--- src/rtl/dcc_loop_ctrl.sv ---
// Duty-cycle-correction loop controller: runs the DCM request/finish handshake,
// averages per-phase theta popcounts and steps a saturating DCC correction code.
module dcc_loop_ctrl #(
  parameter int unsigned LEVEL    = 20,
  parameter int unsigned AVG_LOG2 = 2,
  parameter int unsigned CODE_W   = 6,
  parameter int unsigned DEADBAND = 1,
  parameter int unsigned SETTLE   = 2,
  parameter int unsigned TIMEOUT  = 255,
  parameter int unsigned LOCK_CNT = 4,
  localparam int unsigned CNT_W   = $clog2(LEVEL + 1),
  localparam int unsigned SUM_W   = CNT_W + AVG_LOG2
) (
  input  logic              clk_in,
  input  logic              rst,
  input  logic              en,
  input  logic [LEVEL-1:0]  theta,
  input  logic              ready,
  output logic              request,
  output logic              finish,
  output logic              pos_neg,
  output logic [CODE_W-1:0] dcc_code,
  output logic              code_valid,
  output logic              locked,
  output logic              timeout_err,
  output logic [SUM_W-1:0]  meas_pos,
  output logic [SUM_W-1:0]  meas_neg
);

  localparam int unsigned TMR_MAX = (TIMEOUT > SETTLE) ? TIMEOUT : SETTLE;
  localparam int unsigned TMR_W   = $clog2(TMR_MAX + 1);
  localparam int unsigned IB_W    = $clog2(LOCK_CNT + 1);
  localparam logic [CODE_W-1:0] CODE_MID = {1'b1, {(CODE_W-1){1'b0}}};

  typedef enum logic [2:0] {
    S_IDLE,
    S_REQ,
    S_WAIT,
    S_SETTLE,
    S_SAMPLE,
    S_FIN,
    S_NEXT,
    S_UPDATE
  } state_e;

  state_e              state_q, state_d;
  logic                rdy_meta_q, rdy_s_q;
  logic [TMR_W-1:0]    timer_q, timer_d;
  logic [AVG_LOG2-1:0] idx_q, idx_d;
  logic [SUM_W-1:0]    acc_pos_q, acc_pos_d;
  logic [SUM_W-1:0]    acc_neg_q, acc_neg_d;
  logic [SUM_W-1:0]    meas_pos_q, meas_pos_d;
  logic [SUM_W-1:0]    meas_neg_q, meas_neg_d;
  logic [CODE_W-1:0]   code_q, code_d;
  logic [IB_W-1:0]     inband_q, inband_d;
  logic                request_q, request_d;
  logic                finish_q, finish_d;
  logic                pos_neg_q, pos_neg_d;
  logic                code_valid_q, code_valid_d;
  logic                locked_q, locked_d;
  logic                timeout_err_q, timeout_err_d;

  logic [CNT_W-1:0]    theta_cnt;
  logic [TMR_W:0]      timer_inc;
  logic                wait_expired;
  logic                settle_done;
  logic                idx_wrap;
  logic [SUM_W:0]      pos_ext, neg_ext;
  logic                step_dn, step_up;

  assign timer_inc    = {1'b0, timer_q} + (TMR_W+1)'(1);
  assign wait_expired = timer_inc >= (TMR_W+1)'(TIMEOUT);
  assign settle_done  = timer_inc >= (TMR_W+1)'(SETTLE);
  assign idx_wrap     = &idx_q;

  // One extra bit so deadband addition can never wrap.
  assign pos_ext = {1'b0, acc_pos_q};
  assign neg_ext = {1'b0, acc_neg_q};
  assign step_dn = pos_ext > (neg_ext + (SUM_W+1)'(DEADBAND));
  assign step_up = neg_ext > (pos_ext + (SUM_W+1)'(DEADBAND));

  // Plain popcount, so bubbles in the thermometer word still count.
  always_comb begin
    theta_cnt = '0;
    for (int unsigned i = 0; i < LEVEL; i++) begin
      theta_cnt = theta_cnt + CNT_W'(theta[i]);
    end
  end

  always_ff @(posedge clk_in or posedge rst) begin
    if (rst) begin
      state_q <= S_IDLE;
    end else begin
      state_q <= state_d;
    end
  end

  always_comb begin
    state_d = state_q;
    unique case (state_q)
      S_IDLE:   if (en && !timeout_err_q) state_d = S_REQ;
      S_REQ:    state_d = S_WAIT;
      S_WAIT: begin
        if (rdy_s_q)           state_d = S_SETTLE;
        else if (wait_expired) state_d = S_IDLE;
      end
      S_SETTLE: if (settle_done) state_d = S_SAMPLE;
      S_SAMPLE: state_d = S_FIN;
      S_FIN: begin
        if (!rdy_s_q)          state_d = S_NEXT;
        else if (wait_expired) state_d = S_IDLE;
      end
      S_NEXT: begin
        if (!en)                        state_d = S_IDLE;
        else if (idx_wrap && pos_neg_q) state_d = S_UPDATE;
        else                            state_d = S_REQ;
      end
      S_UPDATE: state_d = S_REQ;
      default:  state_d = S_IDLE;
    endcase
  end

  always_comb begin
    request_d     = request_q;
    finish_d      = finish_q;
    pos_neg_d     = pos_neg_q;
    code_d        = code_q;
    code_valid_d  = 1'b0;
    locked_d      = locked_q;
    timeout_err_d = timeout_err_q;
    meas_pos_d    = meas_pos_q;
    meas_neg_d    = meas_neg_q;
    acc_pos_d     = acc_pos_q;
    acc_neg_d     = acc_neg_q;
    idx_d         = idx_q;
    timer_d       = timer_q;
    inband_d      = inband_q;

    // A disabled loop acknowledges a previous handshake timeout.
    if (!en) timeout_err_d = 1'b0;

    unique case (state_q)
      S_IDLE: begin
        request_d = 1'b0;
        finish_d  = 1'b0;
        pos_neg_d = 1'b0;
        idx_d     = '0;
        acc_pos_d = '0;
        acc_neg_d = '0;
      end
      S_REQ: begin
        request_d = 1'b1;
        timer_d   = '0;
      end
      S_WAIT: begin
        timer_d = timer_inc[TMR_W-1:0];
        if (rdy_s_q) begin
          timer_d = '0;
        end else if (wait_expired) begin
          request_d     = 1'b0;
          timeout_err_d = 1'b1;
        end
      end
      S_SETTLE: timer_d = timer_inc[TMR_W-1:0];
      S_SAMPLE: begin
        if (pos_neg_q) acc_neg_d = acc_neg_q + SUM_W'(theta_cnt);
        else           acc_pos_d = acc_pos_q + SUM_W'(theta_cnt);
        request_d = 1'b0;
        finish_d  = 1'b1;
        timer_d   = '0;
      end
      S_FIN: begin
        if (!rdy_s_q) begin
          finish_d = 1'b0;
        end else begin
          timer_d = timer_inc[TMR_W-1:0];
          if (wait_expired) begin
            finish_d      = 1'b0;
            timeout_err_d = 1'b1;
          end
        end
      end
      S_NEXT: begin
        if (en) begin
          idx_d = idx_q + AVG_LOG2'(1);
          if (idx_wrap) pos_neg_d = ~pos_neg_q;
        end
      end
      S_UPDATE: begin
        meas_pos_d   = acc_pos_q;
        meas_neg_d   = acc_neg_q;
        code_valid_d = 1'b1;
        acc_pos_d    = '0;
        acc_neg_d    = '0;
        // Saturated step attempts still count as out of band.
        if (step_dn) begin
          if (code_q != '0) code_d = code_q - CODE_W'(1);
          inband_d = '0;
        end else if (step_up) begin
          if (code_q != '1) code_d = code_q + CODE_W'(1);
          inband_d = '0;
        end else if (inband_q != '1) begin
          inband_d = inband_q + IB_W'(1);
        end
        locked_d = inband_d >= IB_W'(LOCK_CNT);
      end
      default: ;
    endcase
  end

  always_ff @(posedge clk_in or posedge rst) begin
    if (rst) begin
      rdy_meta_q    <= 1'b0;
      rdy_s_q       <= 1'b0;
      timer_q       <= '0;
      idx_q         <= '0;
      acc_pos_q     <= '0;
      acc_neg_q     <= '0;
      meas_pos_q    <= '0;
      meas_neg_q    <= '0;
      code_q        <= CODE_MID;
      inband_q      <= '0;
      request_q     <= 1'b0;
      finish_q      <= 1'b0;
      pos_neg_q     <= 1'b0;
      code_valid_q  <= 1'b0;
      locked_q      <= 1'b0;
      timeout_err_q <= 1'b0;
    end else begin
      rdy_meta_q    <= ready;
      rdy_s_q       <= rdy_meta_q;
      timer_q       <= timer_d;
      idx_q         <= idx_d;
      acc_pos_q     <= acc_pos_d;
      acc_neg_q     <= acc_neg_d;
      meas_pos_q    <= meas_pos_d;
      meas_neg_q    <= meas_neg_d;
      code_q        <= code_d;
      inband_q      <= inband_d;
      request_q     <= request_d;
      finish_q      <= finish_d;
      pos_neg_q     <= pos_neg_d;
      code_valid_q  <= code_valid_d;
      locked_q      <= locked_d;
      timeout_err_q <= timeout_err_d;
    end
  end

  assign request     = request_q;
  assign finish      = finish_q;
  assign pos_neg     = pos_neg_q;
  assign dcc_code    = code_q;
  assign code_valid  = code_valid_q;
  assign locked      = locked_q;
  assign timeout_err = timeout_err_q;
  assign meas_pos    = meas_pos_q;
  assign meas_neg    = meas_neg_q;

endmodule

--- config.mk ---
export PLATFORM = sky130hd
export DESIGN_NAME = dcc_loop_ctrl
export DESIGN_NICKNAME = d
export VERILOG_FILES = /design/src/rtl/dcc_loop_ctrl.sv
export SDC_FILE = /design/constraint.sdc
export NUM_CORES = 1
export LEC_CHECK = 0
export ABC_AREA = 0
export CAP_MARGIN = 20
export CORE_MARGIN = 5
export CORE_UTILIZATION = 60
export CTS_CLUSTER_DIAMETER = 150
export DETAILED_ROUTE_END_ITERATION = 10
export GPL_ROUTABILITY_DRIVEN = 1
export GPL_TIMING_DRIVEN = 0
export PLACE_DENSITY_LB_ADDON = 0.2
export SLEW_MARGIN = 0
export SYNTH_ARGS = -nofsm -noshare
export SYNTH_HDL_FRONTEND = slang
export SYNTH_SLANG_ARGS = --single-unit
export TNS_END_PERCENT = 30
--- constraint.sdc ---
create_clock -name clk_in -period 7.5 [get_ports clk_in]
set_clock_uncertainty 0.2 [all_clocks]
set_input_delay 0.75 -clock clk_in [delete_from_list [all_inputs] [get_ports clk_in]]
set_output_delay 0.75 -clock clk_in [all_outputs]
set_load 0.03 [all_outputs]
==> impl_results.md, run 1 <==
- Switching power: 921 uW
- Reg2reg path depth: 16
- Clk pin slew, worst setup/hold paths: 70 ps
- Die height: 94.0 um
- Total die area: 0.00884 sq mm
- Root buffer selected by CTS: clkbuf_8
- Fin util: 74.5%
- VDD IR max: 0.203 mV
- Initial antenna violation count: 0
- Startpoint types: primary input
- Wire per inst: 15.1 um
- Fin nets: 612
- Shortest period the worst path allows: 6090 ps
- Vias per inst: 5.63
- DRT iter0 DRCs: 174
- Worst hold path class: flop to flop
- Pleak: 2.46 nW
- Clock latency on the worst-skew pair: 340 ps
- Top FF cell, synth: dfrtp_1
- Clock sink count: 57
- Relative slew slack: 39.4%
- Post-synth design cell area: 0.00424 sq mm
- Final Non-Filler Cells: 631
- Hold Crit Depth: 0
- GPL Wtd Cong: 0.880
- # DRC: 0
- Clock share of power: 17.4%
- Total GRT Usage: 22.8%
- Seq. cell area: 0.00143 sq mm
- Worst-path maximum fanout: 3
- Fmax achieved: 0.164 GHz
- Antenna Violating Nets Remaining: 0
- Mean post-synth cell area: 9.01 sq um
- Die X: 94.0 um
- EDFF count, synth: 0
- Vias in the first global route: 3,483
- Number of max-cap violations: 0
- Yosys warns: 0
- Seq/Total Area, Yosys: 33.7%
- Core box area: 0.00683 sq mm
- Postcts setup bufs: 0
- Initial Utilization: 62.0%
- Final wirelength: 9540 um
- CTS tree: built
- Slew Viols, Final: 0
- Area Growth Syn to Fin: 20.2%
- Total CTS buffers: 9
- Sequential power share: 23.3%
- Layout cells sized above 1: 6.54%
- Status: completed
- Final Hold Viols: 0
- Post-Route Setup TNS: 0 ps
- Post-Syn Instances: 470
- Tcrit/Tclk final: 81.2%
- Power Density: 402 mW/mm^2
- Hold Buf Count CTS: 0
- Yosys reg bits: 57
- Least-Margin Pin Slew: 903 ps
- Fillers: 548
- I/O Pins: 50
- Syn nets: 552
- Async set-reset flop share out of synthesis: 100%
- Maximum buffer depth of the clock tree: 2
- Min Hold Slack: 151 ps
- # rows: 30
- Grt ovf: 0
- H-tree levels: 3
- Crit path required time: 7510 ps
- Largest net degree at the start of global routing: 34
- Detailed Place HPWL: 6980 um
- Global-route wire length before repair: 15,900 um
- RSZ-0062 raised after global routing: no
- Buffers on Ports: 48
- Crit path kind: primary input to flop
- CTS resizes: 0
- Crit path DAT: 6090 ps
- Total internal power: 1.13 mW
- Vias after detailed routing: 3,554
- Tot Pwr: 2.05 mW
- Critical Path End Type: flop
- Placed cells: 615
- Distinct cells, synth: 53
- DR pass1 iterations: 5
- Combinational power share: 59.3%
- Finish-stage setup viols: 0
- # diodes: 0
- Multi-input gate area: 0.00252 sq mm
- Sw Ratio: 45.0%
-- through the flow --
stage | cell area (sq um) | setup WS, ps
floorplan | 4240 | 1990
global placement | 4840 | 1280
detailed placement | 4860 | 1160
CTS | 5090 | 1410
global route | 5090 | 1200
finish | 5090 | 1410
-- layout by cell type, fill, tap and decap left out, types with 2 or more instances in the layout --
cell type,netlist,layout
nand2_1,61,61
inv_1,61,60
dfrtp_1,56,56
clkdlybuf4s50_1,0,48
ha_1,41,41
o21ai_0,32,32
a21oi_1,26,26
nor2_1,24,24
fa_1,17,17
xnor2_1,15,15
nand3_1,13,13
xor2_1,12,12
clkbuf_1,8,10
clkbuf_8,0,9
and3_1,8,8
nand2b_1,8,8
o22ai_1,8,8
o211ai_1,6,6
a21o_1,6,6
nand4_1,6,6
buf_2,4,4
nor2b_1,4,4
o31ai_1,4,4
a31oi_1,4,4
mux2_4,4,4
a32oi_1,3,3
o21bai_1,3,3
a22o_1,3,3
bufinv_16,0,3
nand3_2,2,2
nor3_1,2,2
nor4_1,2,2
o221ai_1,2,2
and3_2,2,2
mux2i_1,2,2
-- final timing paths --
kind / to / startpoint / slack [ps]
min reg2reg: rdy_s_q$_DFF_PP0_ / rdy_meta_q$_DFF_PP0_ / 150
min: rdy_s_q$_DFF_PP0_ / rdy_meta_q$_DFF_PP0_ / 150
max in group asynchronous: acc_neg_q[2]$_DFFE_PP0P_ / rst / 5970
max: acc_pos_q[6]$_DFFE_PP0P_ / theta[0] / 1410
min in group asynchronous: dcc_code[0]$_DFFE_PP0P_ / rst / 570
max reg2reg: dcc_code[5]$_DFFE_PP1P_ / acc_neg_q[1]$_DFFE_PP0P_ / 3700
-- final cells by class --
| cell class | count | area share (%) |
|---|---|---|
| multi-input combinational | 339 | 49.6 |
| sequential | 57 | 28.0 |
| timing repair buffer | 49 | 9.83 |
| inverter | 61 | 4.50 |
| clock buffer | 11 | 2.58 |
| tap | 96 | 2.36 |
| clock inverter | 5 | 2.04 |
| buffer | 13 | 1.08 |
-- flip-flops by register name (all words and copies together) (netlist names), 2 cells and up --
register / flops
inband_q: 3
timer_q: 8
acc_neg_q: 7
meas_neg: 7
idx_q: 2
meas_pos: 7
acc_pos_q: 7
dcc_code: 6
state_q: 3
-- logic make-up (layout without fill, tap and decap cells) --
family,after synthesis,after routing,synth area share [%]
mux,6,6,1.89
flops,57,57,33.7
xor+xnor,27,27,5.58
simple gates,140,140,16.1
fa+ha+maj,58,58,20.1
compound gates,108,108,15.9
buf+inv,74,139,6.70
-- cell usage after synthesis, types with 3 or more instances --
cell type  instances  area (sq um)
o21bai_1           3          22.5
o21ai_0           32           160
xor2_1            12           105
buf_2              4          20.0
fa_1              17           340
xnor2_1           15           131
a32oi_1            3          26.3
dfrtp_1           56          1400
nor2b_1            4          25.0
nand2b_1           8          50.1
a21oi_1           26           130
nand3_1           13          65.1
o22ai_1            8          50.1
clkbuf_1           8          30.0
and3_1             8          50.1
mux2_4             4          60.1
inv_1             61           229
nor2_1            24          90.1
a21o_1             6          45.0
ha_1              41           513
a31oi_1            4          25.0
o211ai_1           6          45.0
nand2_1           61           229
o31ai_1            4          30.0
a22o_1             3          26.3
nand4_1            6          37.5
-- power by group through the flow --
stage / Sequential [mW] / Clock [mW] / Combinational [mW]
finish: 0.478 / 0.355 / 1.21
global placement: 0.477 / 0 / 1.14
floorplan: 0.553 / 0 / 0.800
detailed placement: 0.483 / 0 / 1.20
global route: 0.494 / 0.369 / 1.35
CTS: 0.477 / 0.354 / 1.22
-- routing by layer --
layer	wire, um	vias up	part of all wire, %	global-route usage, %
li1	-	1722	-	-
met2	4940	124	52	40.6
met1	3970	1693	42	28.5
met5	0	-	0	0
met3	494	15	5.2	3.37
met4	131	0	1.4	6.86
-- worst max-delay path, stage by stage --
cell and delay [ps]:
clkdlybuf4s50_1 450, inv_1 50, fa_1 560, fa_1 450, fa_1 510, fa_1 520
fa_1 500, inv_1 40, ha_1 200, fa_1 540, inv_1 110, fa_1 440
nor2b_1 110, o21ai_0 100, a21boi_0 340, o211ai_1 170, xor2_1 200, nor2_1 50
(Power assumes the default switching activity.)
==> run 2: changes to the inputs <==
- CORE_UTILIZATION: 60 -> 57
- clock period: 7.5 -> 5.8 ns (I/O delays scaled with it)
==> run 2 against run 1 <==
Combinational power rose by 31%. Utilization is 4.1 points lower. Critical endpoint unchanged. Die area rose by 4.7%. Largest cell class unchanged. Clock-buffer cell count grew 1. Cell area increased by 0.27%. Routed wire length up 0.39%. Non-clock buffer count is 1 higher. Critical path depth stayed put. Largest power group unchanged.
==> impl_results.md, run 2 (synthesized netlist as in run 1, its figures left out) <==
- Highest metal used: met4
- RSZ-0062 raised after global routing: yes
- Initial Utilization: 58.4% (-3.6 points)
- CTS tree: built
- Final Hold Viols: 0 (unchanged)
- Hold Buf Count CTS: 0 (unchanged)
- Total GRT Usage: 22.0% (-0.79 points)
- GPL Wtd Cong: 0.919 (+4.4%)
- Layout cells sized above 1: 7.65% (+1.1 points)
- Biggest register: timer_q
- Vias in the first global route: 3,557 (+2.1%)
- Initial antenna violation count: 0 (unchanged)
- H-tree levels: 3 (unchanged)
- Total CTS buffers: 9 (unchanged)
- Startpoint types: primary input
- Maximum buffer depth of the clock tree: 2 (unchanged)
- Buffers on Ports: 48 (unchanged)
- Die X: 96.2 um (+2.3%)
- Reg2reg path depth: 16 (unchanged)
- Top cell by count, worst path: fa_1
- Fin util: 70.4% (-4.1 points)
- Worst setup path end: acc_pos_q[6]$_DFFE_PP0P_
- Grt ovf: 0 (unchanged)
- Worst-path maximum fanout: 3 (unchanged)
- Crit path DAT: 5630 ps (-460 ps)
- DRT iter0 DRCs: 171 (-1.7%)
- Wire per inst: 15.1 um (-0.24%)
- Clock sink count: 57 (unchanged)
- Min Hold Slack: 153 ps (+1.82 ps)
- Least-Margin Pin Slew: 728 ps (-174 ps)
- R2R Path Start: acc_neg_q[1]$_DFFE_PP0P_
- R2R setup slack: 1990 ps (-1710 ps)
- Detailed Place HPWL: 7190 um (+3.0%)
- Area Growth Syn to Fin: 20.5%
- # rows: 31 (+3.3%)
- Crit-path slowest cell: fa_2
- CP cell instances: clkdlybuf4s50_1, inv_1, fa_1, fa_1, fa_1, fa_1, fa_1, inv_1, ha_1, fa_2, inv_2, fa_2, nor2b_1, o21ai_0, a21boi_1, o211ai_1, xor2_1, nor2_1
- Global-route wire length before repair: 15,800 um (-0.73%)
- I/O Pins: 50 (unchanged)
- Worst setup path startpoint: theta[11]
- DR pass1 iterations: 5 (unchanged)
- # diodes: 0 (unchanged)
- Clk pin slew, worst setup/hold paths: 70 ps (about the same)
- Metal-1 WL: 4060 um (+2.3%)
- VDD IR max: 0.228 mV (+12%)
- Worst hold path class: flop to flop
- Core box area: 0.00725 sq mm (+6.2%)
- Antenna Violating Nets Remaining: 0 (unchanged)
- Vias after detailed routing: 3,584 (+0.84%)
- Relative slew slack: 51.1% (+12 points)
- Power Density: 517 mW/mm^2 (+29%)
- Shortest period the worst path allows: 5620 ps
- Crit path kind: primary input to flop
- Crit path required time: 5810 ps (-1700 ps)
- Max reg flops: 8 (unchanged)
- Die height: 96.2 um (+2.3%)
- Root buffer selected by CTS: clkbuf_8
- Met3 Wirelength: 448 um (-9.3%)
- Fmax achieved: 0.178 GHz
- Most frequent cells in the layout: nand2_1, inv_1, dfrtp_1, clkdlybuf4s50_1, ha_1
- Vias per inst: 5.64 (+0.21%)
- Hold Crit Depth: 0 (unchanged)
- Worst flop-to-flop path endpoint: dcc_code[5]$_DFFE_PP1P_
- Tcrit/Tclk final: 96.9%
- Clock latency on the worst-skew pair: 340 ps (about the same)
- Pleak: 2.45 nW (-0.27%)
- Number of max-cap violations: 0 (unchanged)
- Most common cell after layout, fill and taps aside: nand2_1
- Total die area: 0.00926 sq mm (+4.7%)
- Metal2 WL: 4940 um (about the same)
- Critical Path End Type: flop
- Final wirelength: 9580 um (+0.39%)
- Status: completed
- Largest net degree at the start of global routing: 33 (-2.9%)
- Critical path's largest stage delay: 580 ps (+20 ps)
- # DRC: 0 (unchanged)
- Finish-stage setup viols: 0 (unchanged)
- Slew Viols, Final: 0 (unchanged)
- Fin nets: 613 (+0.16%)
-- run 2: changes by cell type in the layout (fill, tap and decap cells not counted), moves of 2 or more --
| cell | previous run | this run |
|---|---|---|
| clkinvlp_4 | 0 | 2 |
| clkbuf_8 | 9 | 11 |
| fa_2 | 0 | 3 |
| fa_1 | 17 | 14 |
-- run 2: how the worst min path moves through the flow --
stage | startpoint | endpoint | slack, ps
4_1_cts | rdy_meta_q$_DFF_PP0_ | rdy_s_q$_DFF_PP0_ | 160
3_3_place_gp | rdy_meta_q$_DFF_PP0_ | rdy_s_q$_DFF_PP0_ | 140
5_1_grt | rdy_meta_q$_DFF_PP0_ | rdy_s_q$_DFF_PP0_ | 170
2_1_floorplan | rdy_meta_q$_DFF_PP0_ | rdy_s_q$_DFF_PP0_ | 130
3_5_place_dp | rdy_meta_q$_DFF_PP0_ | rdy_s_q$_DFF_PP0_ | 140
6_report | rdy_meta_q$_DFF_PP0_ | rdy_s_q$_DFF_PP0_ | 150
-- run 2: timing repair --
| action | 4_1_cts | 5_1_grt |
|---|---|---|
| setup buffers | 0 | 1 |
| resized for setup | 0 | 6 |
| hold endpoints to repair | 0 | 0 |
| endpoints found under the setup margin | 0 | 4 |
-- run 2: metal layers --
metal | global-route usage, % | vias up
met5 | 0 | -
met4 | 7.94 | 0
met3 | 5.39 | 15
met2 | 38.4 | 98
met1 | 26.2 | 1743
li1 | - | 1728
-- run 2: cell type report --
type / count / area (sq um)
Clock inverter: 4 / 75.1
Sequential cell: 57 / 1430
Timing Repair Buffer: 50 / 508
Multi-Input combinational cell: 339 / 2530
Buffer: 13 / 55.1
Tap cell: 99 / 124
Fill cell: 599 / 2150
Inverter: 61 / 229
Clock buffer: 12 / 155
-- run 2: worst max-delay path: cells and delay by family --
kind | cells | cell delay, ps
AO/OA/AOI/OAI | 3 | 440
XOR/XNOR | 1 | 200
adder cells (fa/ha/maj) | 8 | 3600
buffers and inverters | 4 | 610
AND/OR/NAND/NOR | 2 | 170
-- run 2: where the power goes --
group / internal, mW / leakage, nW / switching (mW)
combinational: 0.678 / 1.58 / 0.911
sequential: 0.502 / 0.761 / 0.117
clock: 0.265 / 0.109 / 0.168
-- run 2: through the flow --
stage	instance area, sq um	setup TNS (ps)	cells	power (mW)	worst slack, ps
after floorplan	4240	0	470	1.75	459
after global placement	4840	-500	617	2.09	-255
after detailed placement	4860	-782	618	2.18	-347
after CTS	5090	0	634	2.63	11.0
after global routing	5110	-64.2	635	2.86	-64.2
final	5110	0	635	2.64	182
